`src/rtl/dds_serializer.sv`:
```
// Parallel-to-serial stage for the DDS DAC: captures one sample per load strobe and
// shifts it out MSB-first inside an active-low chip-select frame.
module dds_serializer #(
    parameter int W     = 16,
    parameter int SETUP = 1,
    parameter int GAP   = 1
) (
    input  logic         clkI,
    input  logic         rstnI,
    input  logic         loadI,
    input  logic [W-1:0] dataI,
    input  logic         clrI,
    output logic         sdoO,
    output logic         csnO,
    output logic         busyO,
    output logic         doneO,
    output logic         ovfO,
    output logic [1:0]   stateO
);

    localparam int CW   = $clog2(W + 1);
    localparam int PMAX = (SETUP > GAP) ? SETUP : GAP;
    localparam int PW   = $clog2(PMAX + 1);

    localparam logic [CW-1:0] BITS_LAST  = CW'(W);
    localparam logic [PW-1:0] SETUP_LAST = PW'(SETUP);
    localparam logic [PW-1:0] GAP_LAST   = PW'(GAP);

    typedef enum logic [1:0] {
        S_IDLE  = 2'd0,
        S_SETUP = 2'd1,
        S_SHIFT = 2'd2,
        S_GAP   = 2'd3
    } state_t;

    state_t        state;
    logic [W-1:0]  shiftReg;
    logic [CW-1:0] bitCnt;
    logic [PW-1:0] phaseCnt;

    logic lastGap;
    logic acceptLoad;
    logic dropLoad;

    // loadI has no ready: a strobe is taken in IDLE or the final GAP cycle, any other
    // strobe is dropped and flagged on ovfO; the upstream never waits.
    assign lastGap    = (state == S_GAP) && (phaseCnt == GAP_LAST);
    assign acceptLoad = loadI && ((state == S_IDLE) || lastGap);
    assign dropLoad   = loadI && !acceptLoad;

    assign stateO = state;

    always_ff @(posedge clkI or negedge rstnI) begin
        if (!rstnI) begin
            state    <= S_IDLE;
            shiftReg <= '0;
            bitCnt   <= '0;
            phaseCnt <= '0;
            sdoO     <= 1'b0;
            csnO     <= 1'b1;
            busyO    <= 1'b0;
            doneO    <= 1'b0;
        end else begin
            doneO <= 1'b0;
            if (acceptLoad) begin
                state    <= S_SETUP;
                shiftReg <= dataI;
                bitCnt   <= '0;
                phaseCnt <= PW'(1);
                sdoO     <= 1'b0;
                csnO     <= 1'b0;
                busyO    <= 1'b1;
            end else begin
                case (state)
                    S_IDLE: begin
                        phaseCnt <= '0;
                    end
                    S_SETUP: begin
                        if (phaseCnt == SETUP_LAST) begin
                            state    <= S_SHIFT;
                            phaseCnt <= '0;
                            sdoO     <= shiftReg[W-1];
                            shiftReg <= {shiftReg[W-2:0], 1'b0};
                            bitCnt   <= CW'(1);
                        end else begin
                            phaseCnt <= phaseCnt + PW'(1);
                        end
                    end
                    S_SHIFT: begin
                        // bitCnt equals the number of bits already presented on sdoO
                        if (bitCnt == BITS_LAST) begin
                            state    <= S_GAP;
                            bitCnt   <= '0;
                            phaseCnt <= PW'(1);
                            sdoO     <= 1'b0;
                            csnO     <= 1'b1;
                            busyO    <= 1'b0;
                            doneO    <= 1'b1;
                        end else begin
                            sdoO     <= shiftReg[W-1];
                            shiftReg <= {shiftReg[W-2:0], 1'b0};
                            bitCnt   <= bitCnt + CW'(1);
                        end
                    end
                    S_GAP: begin
                        if (lastGap) begin
                            state    <= S_IDLE;
                            phaseCnt <= '0;
                        end else begin
                            phaseCnt <= phaseCnt + PW'(1);
                        end
                    end
                    default: begin
                        state <= S_IDLE;
                    end
                endcase
            end
        end
    end

    // A dropped strobe beats a simultaneous clear so no overflow is ever lost.
    always_ff @(posedge clkI or negedge rstnI) begin
        if (!rstnI) begin
            ovfO <= 1'b0;
        end else if (dropLoad) begin
            ovfO <= 1'b1;
        end else if (clrI) begin
            ovfO <= 1'b0;
        end
    end

endmodule
```
`config.mk`:
```
export PLATFORM = sky130hd
export DESIGN_NAME = dds_serializer
export DESIGN_NICKNAME = d
export VERILOG_FILES = /design/src/rtl/dds_serializer.sv
export SDC_FILE = /design/constraint.sdc
export NUM_CORES = 1
export LEC_CHECK = 0
export ABC_AREA = 1
export CAP_MARGIN = 15
export CORE_ASPECT_RATIO = 0.6
export CORE_MARGIN = 2
export CORE_UTILIZATION = 39
export DETAILED_ROUTE_END_ITERATION = 7
export MAX_ROUTING_LAYER = met4
export PLACE_DENSITY_LB_ADDON = 0.2
export SLEW_MARGIN = 20
export SYNTH_ARGS = -nofsm -noshare
export SYNTH_HDL_FRONTEND = slang
export SYNTH_SLANG_ARGS = --single-unit
```
`constraint.sdc`:
```
create_clock -name clkI -period 1.8 [get_ports clkI]
set_clock_uncertainty 0.1 [all_clocks]
set_input_delay 0.36 -clock clkI [delete_from_list [all_inputs] [get_ports clkI]]
set_output_delay 0.36 -clock clkI [all_outputs]
set_load 0.005 [all_outputs]
```
# Word level (Yosys, flattened, before mapping)
# Cells that the tools add are included.
word_totals:
  input_bits: 20
  regBits: 29
  word_cells: 66
op_classes:
  add_sub_neg: 2
  eq_ne: 8
  n_reduce_logical: 15
  muxes: 32
op_table:
  columns: ["op", "n"]
  rows:
  - ["two-way mux 16 bit", 3]
  - ["one-hot mux 16 bit (2 select lines)", 1]
  - ["two-way mux 1 bit", 17]
  - ["two-way mux 5 bit", 3]
  - ["inequality test 3 bit, second input constant", 4]
  - ["one-hot mux 5 bit (2 select lines)", 1]
  - ["two-way mux 2 bit", 4]
  - ["one-hot mux 2 bit (3 select lines)", 1]
  - ["nonzero test 2 bit", 3]
  - ["adder 5 x 1 -> 5 bit, second input constant", 1]
  - ["equality test 5 bit, second input constant", 1]
  - ["equality test 2 bit, second input constant", 2]
  - ["one-hot mux 1 bit (4 select lines)", 1]
  - ["AND reduction 2 bit", 2]
  - ["AND reduction 4 bit", 1]
  - ["nonzero test 4 bit", 1]
  - ["logical AND 1 bit", 3]
  - ["AND reduction 3 bit", 1]
  - ["nonzero test 3 bit", 1]
  - ["equality test 2 x 1 -> 1 bit, second input constant", 1]
  - ["zero test 2 bit", 1]
  - ["one-hot mux 1 bit (2 select lines)", 1]
  - ["adder 1 bit, second input constant", 1]
  - ["zero test 1 bit", 1]
  - ["logical OR 1 bit", 1]

# Longest topological paths before layout
# Gate-level depths: netlist of run 1.
logic_depth:
  word_depth: 7
  mapped_depth: 10

# Least setup slack after synthesis of run 1
# No wires, ideal clock.
synth_timing:
  path_type: "register -> register"
  from: "register state[0], in the netlist stateO[0]"
  to: "register shiftReg[10]"
  stages_incl_launch_ff: 9
  setup_slack_ns: 0.162
  period_less_slack_ns: 1.638
  setup_time_ns: 0.116
  t_arrival_ns: 1.421
  required_ns: 1.584
  path_cell_list: "dfrtp_1 > inv_1 > ha_1 > buf_2 > o21ai_2 > nand2_4 > buf_4 > nand3_1 > nand2_1"
synth_between:
  elab_chain_len: 6
synth_rtl:
  columns: ["item", "line_no", "text"]
  rows:
  - ["start: declaration", "36", "state_t state;"]
  - ["start signal: assignment", "55", "state <= S_IDLE;"]
  - ["start signal: assignment", "66", "state <= S_SETUP;"]
  - ["start signal: assignment", "80", "state <= S_SHIFT;"]
  - ["equality test 2 bit", "47", "assign lastGap = (state == S_GAP) && (phaseCnt == GAP_LAST);"]
  - ["logical AND 1 bit", "47", null]
  - ["logical OR 1 bit", "48", "assign acceptLoad = loadI && ((state == S_IDLE) || lastGap);"]
  - ["logical AND 1 bit", "48", null]
  - ["inequality test 3 bit (no source line) or nonzero test 3 bit (tied branches)", null, null]
  - ["AND reduction 3 bit (no source line)", null, null]
  - ["end signal: assignment", "67", "shiftReg <= dataI;"]
  - ["end signal: assignment", "83", "shiftReg <= {shiftReg[W-2:0], 1'b0};"]
  - ["end signal: assignment", "101", "shiftReg <= {shiftReg[W-2:0], 1'b0};"]
  - ["end: declaration", "37", "logic [W-1:0] shiftReg;"]
# Parallel ways exist; a longest one is shown, timed or not.
# A chain may end at the register's enable or synchronous reset.

# Worst setup path after layout of run 1
layout_timing:
  from: "register state[1], in the netlist stateO[1]"
  to: "output port stateO[1]"
layout_rtl:
  columns: ["item", "line_no", "text"]
  rows:
  - ["end: declaration", "18", "output logic [1:0] stateO"]
# No word-level cell between the ends.

==> results.yml, run 1 <==
outcome:
  outcome: "finished clean"
logic_synthesis:
  synth_nets: 252
  yosysTopAreaCellShare: 0.414
  yosys.area.top_type: "dfrtp_1"
  synth_cell_types: 23
  synth_edf_count: 0
  synth-seq-cells: 29
  syn_inst: 224
  syn_avg_cell_area_um2: 7.56
  synth.most_common_cell: "nand2_1"
  syn_area_mm2: 0.00169
  ys_warn_count: 0
  yosys-top-cells-area: "dfrtp_1 41%, nand2_1 21%, nand3_1 11%"
  synth_flop_cell: "dfrtp_1"
  ys_async_sr_fraction: 1.00
  yosysSeqAreaShare: 0.429
  synth_common_cells: "96 x nand2_1, 37 x nand3_1, 28 x dfrtp_1"
die:
  die_w_um: 89.1
  core_area_mm2: 0.00414
  fp.dieH_um: 55.1
  row_count: 18
  dieArea_mm2: 0.00490
  io_pins: 27
  initial_core_util: 0.409
grt:
  grt_first_pass_wirelength_um: 6380
  gr-usage-all-layers: 0.187
  antenna_found_initial: 0
  grt_pass1_vias: 1320
  grt_overflow: 0
  grt_max_degree: 30
clock_tree:
  cts_root_buffer: "clkbuf_8"
  path_clk_slew_ns: 0.06
  cts_hold_buffers: 0
  htreeDepth: 2
  clockBufferDepth: 2
  numCtsBuffers: 5
  clk_latency_ns: 0.28
  clock-sinks: 29
  post_cts_buffers: 0
  cts_tree: "done"
place:
  placement.io_buffers: 26
  gp_congestion: 0.792
  hpwl_um: 2740
pwr:
  peakVddDrop_mv: 0.507
  powerDensity_mw_per_mm2: 1580
  p_leak_uw: 0.00118
detailed_routing:
  viasPerCell: 4.65
  route.detailed.drc: 0
  antenna_left: 0
  avgRoutedWirePerCell_um: 11.8
  firstDrtPassIters: 4
  vias: 1496
  drt_iter0_drc: 69
  wl_um: 3790
sta:
  worst_slew_pin_slew_ns: 0.371
  post-route-period-util: 0.960
  post-route-min-period_ns: 1.73
  fmax_mhz: 579
  rsz0062_at_grt: "no"
  slew_violations: 0
  hold_viol_final: 0
  finalSetupViolCount: 0
  tns_ns: 0
  max_slew_margin: 0.753
final_layout:
  antenna_cells: 0
  drive_above_1_share: 0.122
  area_growth_pct: 29.9
  nets: 289
  final_util: 0.531
worst_setup_path:
  rrSetupSlack_ns: 0.13
  cp_data_arrival_time_ns: 1.27
  rr_startpoint: "stateO[0]"
  reg2reg_depth: 9
  critPathRequiredTime_ns: 1.34
  crit_type: "reg2out"
  crit_fanout: 6
  endpoint_kind: "primary output"
  r2r_end: "shiftReg[1]"
  cp-start-kind: "register"
worst_hold_path:
  hold_class: "in2async"
run:
  drv_cap: 0
-- critical path, cell delays in order, from the launching register on --
cell             delay, ns
dfrtp_1               0.37
buf_6                 0.13
clkdlybuf4s50_1       0.49
-- layout make-up --
cell class / instances / area (um^2)
multi-input combinational: 167 / 841
tap: 60 / 75.1
fill: 413 / 1940
clock buffer: 8 / 90.1
timing repair buffer: 40 / 400
inverter: 18 / 67.6
sequential: 29 / 727
-- metrics by stage --
stage               cell area (um^2)  cells  hold WS [ns]  setup WS, ns  total power, uW
CTS                             2180    322         0.371        0.0217             3480
global route                    2200    322         0.391       0.00689             3850
finish                          2200    322         0.366        0.0728             3490
global placement                2090    314         0.355        0.0552             2880
detailed placement              2090    314         0.359        0.0282             2900
floorplan                       1690    224       -0.0356         0.162             2340
-- power by group --
| part | total (uW) | internal [uW] | switching [uW] |
|---|---|---|---|
| Sequential | 1010 | 874 | 137 |
| Combinational | 1930 | 793 | 1130 |
| Clock | 550 | 311 | 239 |
-- how the worst max path moves through the flow --
stage / endpoint / depth (start not counted) / slack (ns) / from
after floorplan: shiftReg[10] / 8 / 0.16 / stateO[0]
after global placement: stateO[1] / 7 / 0.06 / loadI
after detailed placement: stateO[1] / 7 / 0.03 / loadI
after CTS: csnO / 1 / 0.02 / csnO
after global routing: stateO[1] / 2 / 0.007 / stateO[1]
final: stateO[1] / 2 / 0.07 / stateO[1]
-- logic make-up after synthesis --
kind of cell / synth area share
fa+ha+maj: 0.0591
compound gates: 0.0325
simple gates: 0.389
xor+xnor: 0.0103
flops: 0.429
buf+inv: 0.0798
-- state kept, by name (all words and copies together), names as in the netlist --
name / flops
sdoO: 1
doneO: 1
ovfO: 1
stateO: 2
bitCnt: 5
busyO: 1
shiftReg: 16
phaseCnt: 1
csnO: 1
-- cells in the final DEF, fill, tap and decap left out --
master / count
buf_4: 10
nand3_4: 1
inv_1: 16
o22ai_1: 1
dfstp_2: 1
dfrtp_1: 28
nor2_4: 1
nand2_8: 1
buf_12: 2
nor2_1: 4
clkbuf_8: 6
xor2_1: 1
o21ai_1: 3
nand2_1: 96
clkdlybuf4s50_1: 25
ha_1: 8
o21ai_0: 2
nand3_1: 37
nand2_2: 2
nand2_4: 3
nand4_1: 2
clkbuf_1: 2
dlymetal6s2s_1: 1
inv_2: 2
a21oi_1: 3
buf_6: 2
xnor2_1: 1
o21ai_2: 1
-- per-layer routing --
| metal | vias to the layer above | part of all wire | track usage |
|---|---|---|---|
| met4 | 0 | 0.013 | 0.0597 |
| met1 | 671 | 0.54 | 0.267 |
| li1 | 780 | - | - |
| met5 | - | 0 | - |
| met3 | 6 | 0.065 | 0.0638 |
| met2 | 39 | 0.39 | 0.243 |
-- timing repair --
item | CTS | global route
endpoints found under the setup margin | 0 | 5
resized for setup | 0 | 5
endpoints found under the hold margin | 0 | 0
Power figures use the tool's default switching activity.
==> run 2, diff against run 1 <==
--- a/config.mk
+++ b/config.mk
@@ -11,6 +11,7 @@
 export CORE_MARGIN = 2
 export CORE_UTILIZATION = 39
 export DETAILED_ROUTE_END_ITERATION = 7
+export DONT_BUFFER_PORTS = 1
 export MAX_ROUTING_LAYER = met4
 export PLACE_DENSITY_LB_ADDON = 0.2
 export SLEW_MARGIN = 20
==> run 2 against run 1 <==
Effect of this change: flip-flop and latch count unchanged; sequential power about the same; routed wire length down 0.24%; via count down 7.6%; maximum frequency up 4.8%; worst hold slack worse by 0.28 ns; combinational power about the same; total power up 0.99%.
==> results.yml, run 2 (synthesis gave the netlist of run 1 again) <==
detailed_routing:
  wl_um: 3780
  avgRoutedWirePerCell_um: 12.6
  vias: 1382
  viasPerCell: 4.61
  drt_iter0_drc: 65
  antenna_left: 0
  route.detailed.drc: 0
  firstDrtPassIters: 4
die:
  initial_core_util: 0.409
  row_count: 18
  fp.dieH_um: 55.1
  die_w_um: 89.1
  io_pins: 27
  dieArea_mm2: 0.00490
  core_area_mm2: 0.00414
worst_hold_path:
  hold_class: "in2reg"
final_layout:
  fill_cells: 421
  final_common_cell: "nand2_1"
  antenna_cells: 0
  final_cell_mix: "96 x nand2_1, 36 x nand3_1, 26 x dfrtp_1"
  drive_above_1_share: 0.167
  nets: 267
  area_growth_pct: 18.1
  largest_register_ff_count: 16
  regMostFlops: "shiftReg"
grt:
  grt_pass1_vias: 1261
  grt_overflow: 0
  antenna_found_initial: 0
  grt_max_degree: 30
  gr-usage-all-layers: 0.177
  grt_first_pass_wirelength_um: 6130
worst_setup_path:
  endpoint_kind: "register"
  cp-start-kind: "register"
  crit_type: "reg2reg"
  crit_start: "stateO[0]"
  slowest_stage: "dfrtp_2"
  path_buf_inv: 3
  reg2reg_depth: 9
  r2r_end: "shiftReg[2]"
  rr_startpoint: "stateO[0]"
  critPathMaxStageDelay_ns: 0.41
  crit_fanout: 10
  cp.depth: 9
  crit_end: "shiftReg[2]"
  cp_top_family: "simple AND/OR/NAND/NOR gates"
  crit_path_cell_trace: "inv_1 > ha_1 > inv_1 > nand2_4 > nand2_4 > nand3_4 > buf_12 > nand3_1 > nand2_1"
  cp_data_arrival_time_ns: 1.71
  rrSetupSlack_ns: 0.15
  critPathRequiredTime_ns: 1.87
clock_tree:
  cts_root_buffer: "clkbuf_8"
  clockBufferDepth: 2
  htreeDepth: 2
  clk_latency_ns: 0.28
  cts_tree: "done"
  numCtsBuffers: 5
  clock-sinks: 29
  path_clk_slew_ns: 0.06
sta:
  slew_violations: 0
  hold_viol_final: 0
  tns_ns: 0
  post-route-period-util: 0.915
  finalSetupViolCount: 0
  rsz0062_at_grt: "no"
  post-route-min-period_ns: 1.65
  fmax_mhz: 607
  worst_slew_pin_slew_ns: 0.191
  max_slew_margin: 0.871
pwr:
  power_uw: 3520
  p_clk_frac: 0.169
  seqPwrFrac: 0.292
  peakVddDrop_mv: 0.625
  p_leak_uw: 0.00109
  p_sw_uw: 1520
  p_comb_frac: 0.539
  power.internal_uw: 2000
  powerDensity_mw_per_mm2: 1760
  switching_share: 0.432
place:
  placement.io_buffers: 0
  gp_congestion: 0.833
  hpwl_um: 2720
run:
  drv_cap: 0
outcome:
  outcome: "finished clean"
## run 2: changes by cell type in the layout (fill, tap and decap cells not counted), sizes merged
cell           change
dlymetal6s2s       -1
clkdlybuf4s50     -25
clkbuf             -1
dlygate4sd3        +1
clkinv             +1
buf                +3
## run 2: what timing repair did
item	4_1_cts	5_1_grt
setup endpoints to repair	0	24
hold buffers	2	0
endpoints found under the hold margin	29	0
resized for setup	0	6
buffers inserted	0	3
## run 2: layout make-up
class / instances / area [um^2] / area share
Clock buffer: 7 / 96.3 / 0.0482
Clock inverter: 1 / 5.00 / 0.00250
Inverter: 18 / 67.6 / 0.0338
Multi-Input combinational cell: 167 / 848 / 0.424
Sequential cell: 29 / 729 / 0.365
Tap cell: 60 / 75.1 / 0.0375
Timing Repair Buffer: 18 / 179 / 0.0894
## run 2: power by group through the flow
stage | Combinational [uW] | Clock [uW] | Sequential (uW)
after floorplan | 1330 | 0 | 1010
after global placement | 1760 | 0 | 1030
after detailed placement | 1760 | 0 | 1030
after CTS | 1780 | 614 | 1020
after global routing | 2190 | 642 | 1060
final | 1900 | 595 | 1030
## run 2: layer usage
metal,global-route usage,share of wire,up-vias
li1,-,-,739
met1,0.252,0.54,620
met2,0.244,0.41,23
met3,0.0579,0.045,0
met4,0.0373,0,0
met5,-,0,-
## run 2: how the worst min path moves through the flow
| stage | start | endpoint | slack (ns) | cells after the start |
|---|---|---|---|---|
| 2_1_floorplan | rstnI | bitCnt[0] | -0.04 | 0 |
| 4_1_cts | clrI | ovfO | 0.07 | 1 |
| 6_report | clrI | ovfO | 0.09 | 1 |
| 3_3_place_gp | rstnI | phaseCnt | -0.03 | 0 |
| 3_5_place_dp | rstnI | bitCnt[2] | -0.03 | 0 |
| 5_1_grt | clrI | ovfO | 0.1 | 1 |
## run 2: stage by stage
| step | std cells | utilization | area [um^2] | hold slack (ns) | worst slack, ns |
|---|---|---|---|---|---|
| 2_1_floorplan | 224 | - | 1690 | -0.0356 | 0.162 |
| 3_3_place_gp | 287 | 0.440 | 1820 | -0.0346 | 0.135 |
| 3_5_place_dp | 287 | 0.440 | 1820 | -0.0347 | 0.0456 |
| 4_1_cts | 297 | 0.472 | 1960 | 0.0748 | 0.0480 |
| 5_1_grt | 300 | 0.483 | 2000 | 0.100 | 0.000714 |
| 6_report | 300 | 0.483 | 2000 | 0.0864 | 0.152 |
==> run 3, diff against run 2 <==
--- a/config.mk
+++ b/config.mk
@@ -7,7 +7,6 @@
 export LEC_CHECK = 0
 export ABC_AREA = 1
 export CAP_MARGIN = 15
-export CORE_ASPECT_RATIO = 0.6
 export CORE_MARGIN = 2
 export CORE_UTILIZATION = 39
 export DETAILED_ROUTE_END_ITERATION = 7
==> run 3 against run 2 <==
Effect of this change: die area fell by 0.34%; worst hold slack got worse by 0.0057 ns; count of clock-buffer cells in the layout did not move; clock power rose by 18%; via count rose by 1.4%; non-clock buffer count fell by 5; cell count fell by 5.0%; register-to-register slack got worse by 0.07 ns; maximum frequency fell by 4.3%.
==> results.yml, run 3 (synthesis gave the netlist of run 1 again) <==
outcome:
  outcome: "finished clean"
pwr:
  p_comb_frac: 0.503
  p_sw_uw: 1500
  seqPwrFrac: 0.294
  powerDensity_mw_per_mm2: 1780
  peakVddDrop_mv: 0.819
  p_leak_uw: 0.00107
  p_clk_frac: 0.203
  power.internal_uw: 1970
  switching_share: 0.432
worst_setup_path:
  endpoint_kind: "register"
  crit_path_cell_trace: "inv_1 > ha_1 > inv_1 > nand2_4 > nand2_4 > nand3_4 > buf_4 > nand3_1 > nand2_1"
  slowest_stage: "dfrtp_1"
  cp-start-kind: "register"
  crit_type: "reg2reg"
  critPathMaxStageDelay_ns: 0.39
  crit_fanout: 11
  r2r_end: "shiftReg[2]"
  cp_data_arrival_time_ns: 1.80
  rr_startpoint: "stateO[0]"
  critPathRequiredTime_ns: 1.88
  reg2reg_depth: 9
  rrSetupSlack_ns: 0.08
clock_tree:
  cts_root_buffer: "clkbuf_8"
  path_clk_slew_ns: 0.07
  cts_tree: "done"
  clk_latency_ns: 0.28
  clockBufferDepth: 2
  clock-sinks: 29
  htreeDepth: 2
  numCtsBuffers: 5
final_layout:
  final_cell_mix: "96 x nand2_1, 37 x nand3_1, 27 x dfrtp_1"
  drive_above_1_share: 0.132
  nets: 262
  fill_cells: 429
  final_common_cell: "nand2_1"
  regMostFlops: "shiftReg"
  area_growth_pct: 15.2
  largest_register_ff_count: 16
  antenna_cells: 0
  stdcell_count: 285
  final_area_mm2: 0.00195
die:
  row_count: 23
  initial_core_util: 0.415
  die_w_um: 69.9
  io_pins: 27
  fp.dieH_um: 69.9
  dieArea_mm2: 0.00489
  core_area_mm2: 0.00409
worst_hold_path:
  holdPathEnd: "ovfO"
  worstHoldStart: "clrI"
  hold_depth: 1
  hold_class: "in2reg"
detailed_routing:
  route.detailed.drc: 0
  drt_iter0_drc: 84
  wl_um: 3640
  vias: 1402
  firstDrtPassIters: 4
  antenna_left: 0
  viasPerCell: 4.92
  avgRoutedWirePerCell_um: 12.8
sta:
  setup_slack_ns: 0.0782
  post-route-min-period_ns: 1.72
  post-route-period-util: 0.957
  slew_violations: 0
  worst_slew_pin_slew_ns: 0.199
  fmax_mhz: 581
  max_slew_margin: 0.868
  fin_hold_ws_ns: 0.0807
  hold_viol_final: 0
  finalSetupViolCount: 0
  tns_ns: 0
place:
  placement.io_buffers: 0
  pre_cts_ws_ns: 0.0490
  dpl_cell_area_mm2: 0.00176
  gp_congestion: 0.746
  hpwl_um: 2500
  place_inst: 273
grt:
  grt_pass1_vias: 1349
  antenna_found_initial: 0
  gr-usage-all-layers: 0.168
  grt_first_pass_wirelength_um: 6330
  grt_overflow: 0
  grt_max_degree: 30
run:
  drv_cap: 0
-- run 3: metrics by stage --
step            util  total power [uW]
3_3_place_gp   0.430              2640
4_1_cts        0.466              3390
3_5_place_dp   0.430              2650
5_1_grt        0.478              3820
2_1_floorplan      -              2340
6_report       0.478              3470
-- run 3: final cells by class --
class,instances,area [um^2],area share
clock buffer,7,86.3,0.0442
inverter,18,67.6,0.0346
multi-input combinational,167,857,0.439
clock inverter,1,30.0,0.0154
timing repair buffer,13,120,0.0615
tap,50,62.6,0.0321
sequential,29,728,0.373
-- run 3: what timing repair did --
item                                    4_1_cts  5_1_grt
resized for setup                             0        6
hold buffers                                  2        0
buffers inserted                              0        2
hold endpoints to repair                     29        0
endpoints found under the setup margin        0       23
-- run 3: power by group through the flow --
stage	sequential, uW	combinational, uW	clock (uW)
5_1_grt	1050	2010	763
6_report	1020	1750	704
4_1_cts	1020	1650	726
3_5_place_dp	1030	1630	0
3_3_place_gp	1030	1610	0
2_1_floorplan	1010	1330	0
-- run 3: routing by layer --
metal  vias to the layer above  global-route usage  wire length, um  part of all wire
met5                         -                   -                0                 0
met4                         0              0.0577               57             0.016
li1                        723                   -                -                 -
met3                         5              0.0462              143             0.039
met1                       647               0.215             1760              0.49
met2                        27               0.259             1670              0.46
-- run 3: worst max-delay path by stage --
stage                   start  depth (start not counted)           end  slack (ns)
floorplan           stateO[0]                          8  shiftReg[10]        0.16
global placement    stateO[1]                         10     stateO[1]        0.08
detailed placement  stateO[1]                         10     stateO[1]        0.05
CTS                 stateO[1]                         10     stateO[1]        0.03
global route        stateO[0]                          9   shiftReg[2]      -0.006
finish              stateO[0]                          9   shiftReg[2]        0.08
-- run 3: worst max-delay path, delay by kind of cell (launching register included) --
kind | cells | cell delay, ns
flops | 1 | 0.39
simple gates | 5 | 0.52
buf+inv | 3 | 0.40
fa+ha+maj | 1 | 0.20
